### src/rtl/ntt_io_sequencer.sv
// ntt_io_sequencer: streams one polynomial into the banked coefficient memory, kicks the NTT core,
//   waits for its DONE, then streams the result back out in natural index order.
// Latency: load writes in the accept cycle; first output 2 cycles after entering UNLOAD; 1 beat/cycle.
// Backpressure: in_ready_o only in LOAD; out side is valid/ready with a 2-entry skid FIFO, reads throttled.
//
// Ports:
//   clk_i, rst_i                 clock, synchronous active-high reset
//   start_i                      begin a job (sampled in IDLE only)
//   in_valid_i/in_data_i/in_ready_o     input coefficient stream
//   mem_wr_en_o/mem_rd_en_o/mem_bank_o/mem_addr_o/mem_wdata_o/mem_rdata_i   banked memory port
//   mem_owner_core_o             1 while the core owns the memory (RUN)
//   core_start_o/core_done_i     core handshake
//   out_valid_o/out_data_o/out_ready_i  output coefficient stream
//   busy_o, job_done_o           status

// Small generic FIFO used as the read-data skid buffer. DEPTH must be a power of two >= 2.
// Latency: data pushed in cycle N is visible on pop_dat_o in cycle N+1.
// Backpressure: caller must not push when full unless popping in the same cycle.
module ntt_seq_fifo #(
  parameter int WIDTH = 17,
  parameter int DEPTH = 2,
  parameter int PW    = $clog2(DEPTH),
  parameter int CW    = $clog2(DEPTH + 1)
) (
  input  logic             clk_i,
  input  logic             rst_i,
  input  logic             push_vld_i,
  input  logic [WIDTH-1:0] push_dat_i,
  input  logic             pop_rdy_i,
  output logic             pop_vld_o,
  output logic [WIDTH-1:0] pop_dat_o,
  output logic [CW-1:0]    count_o
);
  logic [WIDTH-1:0] mem_q [DEPTH];
  logic [PW-1:0]    wr_ptr_q, rd_ptr_q;
  logic [CW-1:0]    count_q, count_d;
  logic             full, push, pop;

  assign full      = (count_q == CW'(DEPTH));
  assign pop_vld_o = (count_q != '0);
  assign pop       = pop_vld_o && pop_rdy_i;
  assign push      = push_vld_i && (!full || pop);
  assign pop_dat_o = mem_q[rd_ptr_q];
  assign count_o   = count_q;

  always_comb begin
    count_d = count_q;
    if (push && !pop) count_d = count_q + CW'(1);
    else if (pop && !push) count_d = count_q - CW'(1);
  end

  always_ff @(posedge clk_i) begin
    if (rst_i) begin
      wr_ptr_q <= '0;
      rd_ptr_q <= '0;
      count_q  <= '0;
      for (int i = 0; i < DEPTH; i++) mem_q[i] <= '0;
    end else begin
      if (push) begin
        mem_q[wr_ptr_q] <= push_dat_i;
        wr_ptr_q        <= wr_ptr_q + PW'(1);
      end
      if (pop) rd_ptr_q <= rd_ptr_q + PW'(1);
      count_q <= count_d;
    end
  end

  a_no_overflow: assert property (@(posedge clk_i) disable iff (rst_i)
                                  !(push_vld_i && full && !pop_rdy_i));
endmodule

module ntt_io_sequencer #(
  parameter int D_WIDTH = 17,
  parameter int BN      = 16,
  parameter int MA      = 64,
  parameter int AW      = $clog2(MA),
  parameter int BW      = $clog2(BN)
) (
  input  logic               clk_i,
  input  logic               rst_i,
  input  logic               start_i,
  input  logic               in_valid_i,
  input  logic [D_WIDTH-1:0] in_data_i,
  output logic               in_ready_o,
  output logic [BN-1:0]      mem_wr_en_o,
  output logic               mem_rd_en_o,
  output logic [BW-1:0]      mem_bank_o,
  output logic [AW-1:0]      mem_addr_o,
  output logic [D_WIDTH-1:0] mem_wdata_o,
  input  logic [D_WIDTH-1:0] mem_rdata_i,
  output logic               mem_owner_core_o,
  output logic               core_start_o,
  input  logic               core_done_i,
  output logic               out_valid_o,
  output logic [D_WIDTH-1:0] out_data_o,
  input  logic               out_ready_i,
  output logic               busy_o,
  output logic               job_done_o
);
  localparam int DEGREE = BN * MA;
  localparam int LW     = BW + AW;
  localparam logic [LW-1:0] LAST_IDX = LW'(DEGREE - 1);

  typedef enum logic [2:0] {
    S_IDLE   = 3'd0,
    S_LOAD   = 3'd1,
    S_RUN    = 3'd2,
    S_UNLOAD = 3'd3,
    S_FINISH = 3'd4
  } state_e;

  state_e        state_q, state_d;
  logic [LW-1:0] wr_idx_q, wr_idx_d;   // next coefficient to accept
  logic [LW-1:0] rd_idx_q, rd_idx_d;   // next coefficient to read from memory
  logic [LW-1:0] out_idx_q, out_idx_d; // next coefficient to hand downstream
  logic          rd_all_q, rd_all_d;   // every index has been read; stops rd_idx from wrapping
  logic          inflight_q;           // a read was issued last cycle, rdata valid now
  logic          started_q, started_d; // core_start already pulsed in this RUN visit

  logic          issue, accept, pop;
  logic          fifo_vld;
  logic [1:0]    fifo_cnt;
  logic [2:0]    pend_now, pend_after;

  ntt_seq_fifo #(
    .WIDTH (D_WIDTH),
    .DEPTH (2)
  ) u_skid (
    .clk_i      (clk_i),
    .rst_i      (rst_i),
    .push_vld_i (inflight_q),
    .push_dat_i (mem_rdata_i),
    .pop_rdy_i  (out_ready_i),
    .pop_vld_o  (fifo_vld),
    .pop_dat_o  (out_data_o),
    .count_o    (fifo_cnt)
  );

  assign out_valid_o = fifo_vld;
  assign pop         = fifo_vld && out_ready_i;
  assign busy_o      = (state_q != S_IDLE);
  assign accept      = (state_q == S_LOAD) && in_valid_i;

  // Reads buffered plus in flight, less the beat leaving this cycle. Counting the
  // departing beat lets a new read issue every cycle while the consumer keeps up,
  // yet never lets more than two beats be outstanding after this edge.
  assign pend_now   = {1'b0, fifo_cnt} + {2'b00, inflight_q};
  assign pend_after = pend_now - {2'b00, pop};

  always_comb begin
    state_d          = state_q;
    wr_idx_d         = wr_idx_q;
    rd_idx_d         = rd_idx_q;
    out_idx_d        = out_idx_q;
    rd_all_d         = rd_all_q;
    started_d        = 1'b0;
    issue            = 1'b0;
    in_ready_o       = 1'b0;
    mem_wr_en_o      = '0;
    mem_rd_en_o      = 1'b0;
    mem_bank_o       = '0;
    mem_addr_o       = '0;
    mem_wdata_o      = '0;
    mem_owner_core_o = 1'b0;
    core_start_o     = 1'b0;
    job_done_o       = 1'b0;

    unique case (state_q)
      S_IDLE: begin
        wr_idx_d  = '0;
        rd_idx_d  = '0;
        out_idx_d = '0;
        rd_all_d  = 1'b0;
        if (start_i) state_d = S_LOAD;
      end

      S_LOAD: begin
        in_ready_o = 1'b1;
        mem_bank_o = wr_idx_q[BW-1:0];
        mem_addr_o = wr_idx_q[LW-1:BW];
        if (accept) begin
          mem_wr_en_o = BN'(1) << wr_idx_q[BW-1:0];
          mem_wdata_o = in_data_i;
          if (wr_idx_q == LAST_IDX) state_d = S_RUN;
          else wr_idx_d = wr_idx_q + LW'(1);
        end
      end

      S_RUN: begin
        mem_owner_core_o = 1'b1;
        core_start_o     = !started_q;
        started_d        = 1'b1;
        if (core_done_i) state_d = S_UNLOAD;
      end

      S_UNLOAD: begin
        mem_bank_o  = rd_idx_q[BW-1:0];
        mem_addr_o  = rd_idx_q[LW-1:BW];
        issue       = !rd_all_q && (pend_after < 3'd2);
        mem_rd_en_o = issue;
        if (issue) begin
          if (rd_idx_q == LAST_IDX) rd_all_d = 1'b1;
          else rd_idx_d = rd_idx_q + LW'(1);
        end
        if (pop) begin
          if (out_idx_q == LAST_IDX) state_d = S_FINISH;
          else out_idx_d = out_idx_q + LW'(1);
        end
      end

      S_FINISH: begin
        job_done_o = 1'b1;
        state_d    = S_IDLE;
      end

      default: state_d = S_IDLE;
    endcase
  end

  always_ff @(posedge clk_i) begin
    if (rst_i) begin
      state_q    <= S_IDLE;
      wr_idx_q   <= '0;
      rd_idx_q   <= '0;
      out_idx_q  <= '0;
      rd_all_q   <= 1'b0;
      inflight_q <= 1'b0;
      started_q  <= 1'b0;
    end else begin
      state_q    <= state_d;
      wr_idx_q   <= wr_idx_d;
      rd_idx_q   <= rd_idx_d;
      out_idx_q  <= out_idx_d;
      rd_all_q   <= rd_all_d;
      inflight_q <= issue;
      started_q  <= started_d;
    end
  end

  a_pending_bound: assert property (@(posedge clk_i) disable iff (rst_i) pend_now <= 3'd2);
  a_wr_onehot:     assert property (@(posedge clk_i) disable iff (rst_i) $onehot0(mem_wr_en_o));
endmodule
### config.mk
export PLATFORM = sky130hd
export DESIGN_NAME = ntt_io_sequencer
export DESIGN_NICKNAME = d
export VERILOG_FILES = /design/src/rtl/ntt_io_sequencer.sv
export SDC_FILE = /design/constraint.sdc
export NUM_CORES = 1
export LEC_CHECK = 0
export ABC_CLOCK_PERIOD_IN_PS = 3100
export BUFFER_PORTS_ARGS = -buffer_cell sky130_fd_sc_hd__clkbuf_2
export CORE_MARGIN = 2
export CORE_UTILIZATION = 50
export DETAILED_ROUTE_END_ITERATION = 10
export PLACE_DENSITY = 0.73
export RECOVER_POWER = 50
export SYNTH_ARGS = -nofsm -noshare
export SYNTH_HDL_FRONTEND = slang
export SYNTH_SLANG_ARGS = --single-unit
### constraint.sdc
create_clock -name clk_i -period 3.1 [get_ports clk_i]
set_input_delay 0.155 -clock clk_i [delete_from_list [all_inputs] [get_ports clk_i]]
set_output_delay 0.155 -clock clk_i [all_outputs]
set_load 0.03 [all_outputs]
Yosys cells after proc, flatten, opt, wreduce, memory -nomap -nowiden --
Memory sizes are Yosys's and may differ from the RTL's. A register that Yosys moved wholly into a read port is not among the register bits. Index checks and enable logic that the tools add are counted.
Operators by class: add/subtract/negate cells 9, order comparisons 1, equal/unequal tests 19, shift-type cells 1, muxes and demuxes 42, reductions and logical operators 24
Operators with widths (count):
- $mux 10 | 6
- $pmux 10 s2 | 3
- $mux 17 | 3
- $mux 16 | 2
- $add 10x1->10 const B | 3
- $eq 10x10->1 const B | 3
- $ne 2x2->1 const B | 10
- $mux 3 | 6
- $reduce_or 17->1 | 1
- $mux 1 | 16
- $shl 1x4->16 const A | 1
- $pmux 3 s4 | 1
- $pmux 6 s2 | 1
- $reduce_and 3->1 | 4
- $pmux 4 s2 | 1
- $reduce_bool 2->1 | 4
- $eq 3x2->1 const B | 2
- $logic_and 1x1->1 | 6
- $reduce_and 6->1 | 1
- $logic_not 1->1 | 5
- $mux 2 | 2
- $add 2x1->3 | 1
- $eq 3x1->1 const B | 1
- $eq 3x3->1 const B | 1
- 11 further kinds | 12
Word-level totals: bits in registers 40, bits in writable memories 34, input port bits 40, output and inout bits 67, word-level logic and storage cells 107, memories kept 1
Memory list:
- u_skid.mem_q | words 2, bits a word 17, rd ports 1, clocked after Yosys merged registers in 1, write ports 2, line 34 | logic [WIDTH-1:0] mem_q [DEPTH];

Depth between registers and ports, before layout --
word-level depth 9, mapped depth 9, mapped depth without buffers 9

Cells and area by module --
Synthesis repeated with hierarchy kept, for this count alone.
Second synthesis, totals: cell total of the unflattened synthesis 458, area total of the unflattened synthesis 4202.8 sq um
By module, submodules not included:
- ntt_io_sequencer | instances 1, cells each 323, area an instance 2477.4 sq um, seq. area each 720.7 sq um
- ntt_seq_fifo | instances 1, cells each 135, area an instance 1725.4 sq um, seq. area each 1121.1 sq um

Worst setup path after synthesis --
OpenSTA, ideal clock, no wires.
kind register to register, start reg u_skid.count_q[1], in the netlist u_skid.count_o[1], end reg rd_idx_q[8], setup time 0.119 ns, arrival time 2.219 ns, data required time 2.981 ns, path slack 0.763 ns, cell stages (with the launch flop) 10, clock period less this slack 2.337 ns, path through dfxtp_1 -> nand2b_1 -> nor2_1 -> o21ai_0 -> fa_1 -> nor2b_1 -> nand3_4 -> inv_1 -> a21oi_1 -> o221a_2
Between the ends: word-level cells in the longest chain between the ends 7, elaborated cells on any way between the ends 8, classes of those cells add/sub (2); order compare (1); eq/ne (1); reduce/logical (4)
RTL lines:
- start: declaration | line 36 | logic [CW-1:0] count_q, count_d;
- start signal: assignment | line 64 | count_q <= count_d;
- parallel branches: the longest is 2 deep, another holds $add 2x1->3
- $sub 3x1->3 * | line 148 | assign pend_after = pend_now - {2'b00, pop};
- $lt 3x2->1 * | line 199 | issue = !rd_all_q && (pend_after < 3'd2);
- $logic_and 1x1->1 * | line 199
- $ne 2x2->1 (no source line) *
- $reduce_and 3->1 (no source line) *
- end signal: assignment | line 232 | rd_idx_q <= rd_idx_d;
- end: declaration | line 114 | logic [LW-1:0] rd_idx_q, rd_idx_d;
Mark *: on every way between the ends. A chain may end at the register's enable or synchronous reset.

Worst setup path in the final report --
start reg u_skid.count_q[1], in the netlist u_skid.count_o[1], end out mem_rd_en_o
Between the ends: word-level cells in the longest chain between the ends 6, elaborated cells on any way between the ends 7, classes of those cells add/sub (2); order compare (1); mux (1); reduce/logical (3)
RTL lines:
- parallel branches: the longest is 2 deep, another holds $add 2x1->3
- $sub 3x1->3 * | line 148
- $lt 3x2->1 * | line 199
- $logic_and 1x1->1 * | line 199
- $mux 1 *
- end: declaration | line 86 | output logic mem_rd_en_o,
Marks and branches as above.

==> summary.txt <==
grt ovf -> 0
M1 WL -> 4.721 mm
kind of critical path -> register to output port
Post-CTS Resized -> 0
syn_nets -> 489
proportion of layout cells with a drive suffix above 1 -> 0.2537
area grow syn2layout -> 16.73%
vias -> 3725
Fin Setup TNS -> 0 ns
CTS buffer count -> 9
HPWL after detailed placement -> 7.350 mm
H-tree lvl count -> 3
Initial Utilization -> 0.5171
antenna cells -> 0
Hold Fails Final Rpt -> 0
fin nets -> 581
Avg Cell Area, Syn -> 9.727 µm²
Highest Signal Layer -> met4
synthesized area -> 0.004270 mm²
Fmax -> 0.3586 GHz
Via density -> 5.811
port bufs -> 106
synthesized flop and latch total -> 75
Placed Area -> 0.004825 mm²
met2 WL -> 5.007 mm
GP Congestion -> 0.8103
Sink Count -> 75
chip height -> 96.42 µm
drt wl/cell -> 16.22 µm
clock tree root driver cell -> clkbuf_8
RSZ-0062 raised after global routing -> false
worst-skew pair later-pin latency -> 0.35 ns
post-synthesis sequential area ratio -> 0.4313
Util after Layout -> 0.6036
Post-CTS Setup Bufs -> 0
CTS tree -> yes
Final Cycle Share -> 0.8995
Slew headroom -> 0.3468
initial antenna violation count -> 0
final slew viol count -> 0
num rows -> 33
Min-Delay Path Class -> primary input to register
Power Density -> 410.3 mW/mm²
Peak VDD IR -> 0.3283 mV
post-route ant nets -> 0
vias in the first global route -> 3447
Top FF cell, synth -> dfxtp_1
Final Setup Violations -> 0
FFs w/ async S/R, synth -> 0
leakage power -> 1.928 nW
R2R Setup Slk -> 0.47 ns
worst path required time -> 2.94 ns
first-pass GRT wire length -> 16.66 mm
# Max-Cap Violations -> 0
EDFF count, synth -> 34
slew of the pin with the lowest slew margin -> 0.9797 ns
DRT Pass-1 Iters -> 5
I/O pin total -> 107
wire length on met3 -> 553 µm
unique cell type count in the Yosys netlist -> 70
YS warnings -> 0
die area -> 0.009296 mm²
cts-stage hold buffer count -> 0
Die W -> 96.42 µm
Setup crit start kind -> register
initial DRC count -> 239
cells after synthesis -> 439
Reg clk slew, reported paths -> 0.09 ns
Post-Route WL -> 10.40 mm
drt drc -> 0
status -> complete, no violations
Finished Cell Area -> 0.004985 mm²
CTS Buffer Depth -> 2
Core Box Area -> 0.008258 mm²
crit path DAT -> 2.63 ns
maximum number of pins on one net before global-route repair -> 32
Post-Route Skew -> 0.01202 ns
Max FO, Critical Path -> 18
post-layout min period -> 2.788 ns
Overall Global Routing Usage -> 0.2321
crit end category -> output port
## worst max-delay path: stages, from the launching register on
cell      delay (ns)
dfxtp_1         0.48
nand2b_1        0.11
nor2_1          0.18
o21ai_0         0.15
fa_1            0.49
nor2b_1         0.20
nand3_4         0.21
inv_1           0.23
clkbuf_2        0.24
## per-stage QoR
step / instances / power (W) / hold WS, ns / worst slack [ns]
global placement: 625 / 0.001272 / 0.4417 / 0.5873
global route: 641 / 0.002123 / 0.06862 / 0.05070
CTS: 641 / 0.002068 / 0.06963 / 0.2437
detailed placement: 625 / 0.001278 / 0.4525 / 0.4414
floorplan: 439 / 0.001210 / 0.3532 / 0.7627
finish: 641 / 0.002045 / 0.09007 / 0.3117
## registers in the layout, summed over array words and instances, names as in the netlist, named ones only
register / count
inflight_q: 1
out_idx_q: 10
rd_all_q: 1
rd_idx_q: 10
started_q: 1
state_q: 3
u_skid.count_o: 2
u_skid.mem_q: 34
u_skid.rd_ptr_q: 1
u_skid.wr_ptr_q: 1
wr_idx_q: 10
## final cells by class
class,instances,area (µm²)
Clock buffer,9,123.9
Clock inverter,7,82.58
Fill cell,725,3273
Inverter,14,52.55
Multi-Input combinational cell,318,2212
Sequential cell,75,1842
Tap cell,105,131.4
Timing Repair Buffer,113,540.5
## path summary, 6_finish.rpt
kind,start,endpoint,cells after the start
worst max-delay path,u_skid.count_o[1],mem_rd_en_o,8
worst min-delay path,mem_rdata_i[15],u_skid.mem_q[1][15],2
worst max register to register,u_skid.count_o[0],u_skid.mem_q[1][4],5
worst min register to register,out_idx_q[8],out_idx_q[8],1
## per-layer routing
layer | track usage | vias to the layer above
li1 | - | 1838
met1 | 0.3040 | 1768
met2 | 0.3767 | 105
met3 | 0.06206 | 14
met4 | 0.07042 | 0
met5 | 0 | -
## where the power goes
group / total (W) / internal (W) / switching [W]
Sequential: 0.00106 / 0.00105 / 0.0000103
Clock: 0.000793 / 0.000387 / 0.000406
Combinational: 0.000187 / 0.0000564 / 0.000131
## synthesized netlist by cell type, types with 10 or more instances
cell type,instances,share of area
nor2_1,28,0.025
nand3_1,14,0.016
mux2_2,17,0.045
dfxtp_1,41,0.19
o21ai_0,20,0.023
a31oi_1,14,0.021
and2_1,37,0.054
and3_1,23,0.034
inv_1,12,0.011
o211ai_1,10,0.018
a21oi_1,16,0.019
nand2_1,24,0.021
edfxtp_1,34,0.24
clkbuf_1,17,0.015
## cells in the final DEF (no fill, tap or decap), types with 4 or more instances in the layout
cell / synthesis / routed
a21oi_1: 16 / 16
dfxtp_1: 41 / 41
nand3b_1: 4 / 4
mux2_2: 17 / 17
and4_1: 6 / 6
ha_1: 9 / 9
or4_1: 6 / 6
nand2_1: 24 / 24
a22o_1: 5 / 5
nand3_1: 14 / 14
clkbuf_1: 17 / 26
o41ai_1: 5 / 5
o21ai_0: 20 / 21
clkbuf_2: 0 / 84
a31oi_1: 14 / 14
o211ai_1: 10 / 10
clkbuf_8: 0 / 9
edfxtp_1: 34 / 34
nor3_1: 9 / 9
and3_1: 23 / 23
and2_1: 37 / 18
o311ai_0: 6 / 6
nor2_1: 28 / 28
inv_1: 12 / 13
and2_0: 0 / 19
## cell families after synthesis
logic type / Yosys count / share of synthesized area
buf+inv: 46 / 0.04981
flops: 75 / 0.4313
mux: 18 / 0.04717
simple gates: 185 / 0.2655
compound gates: 100 / 0.1650
fa+ha+maj: 10 / 0.03106
xor+xnor: 5 / 0.01026
(Power assumes the default switching activity.)
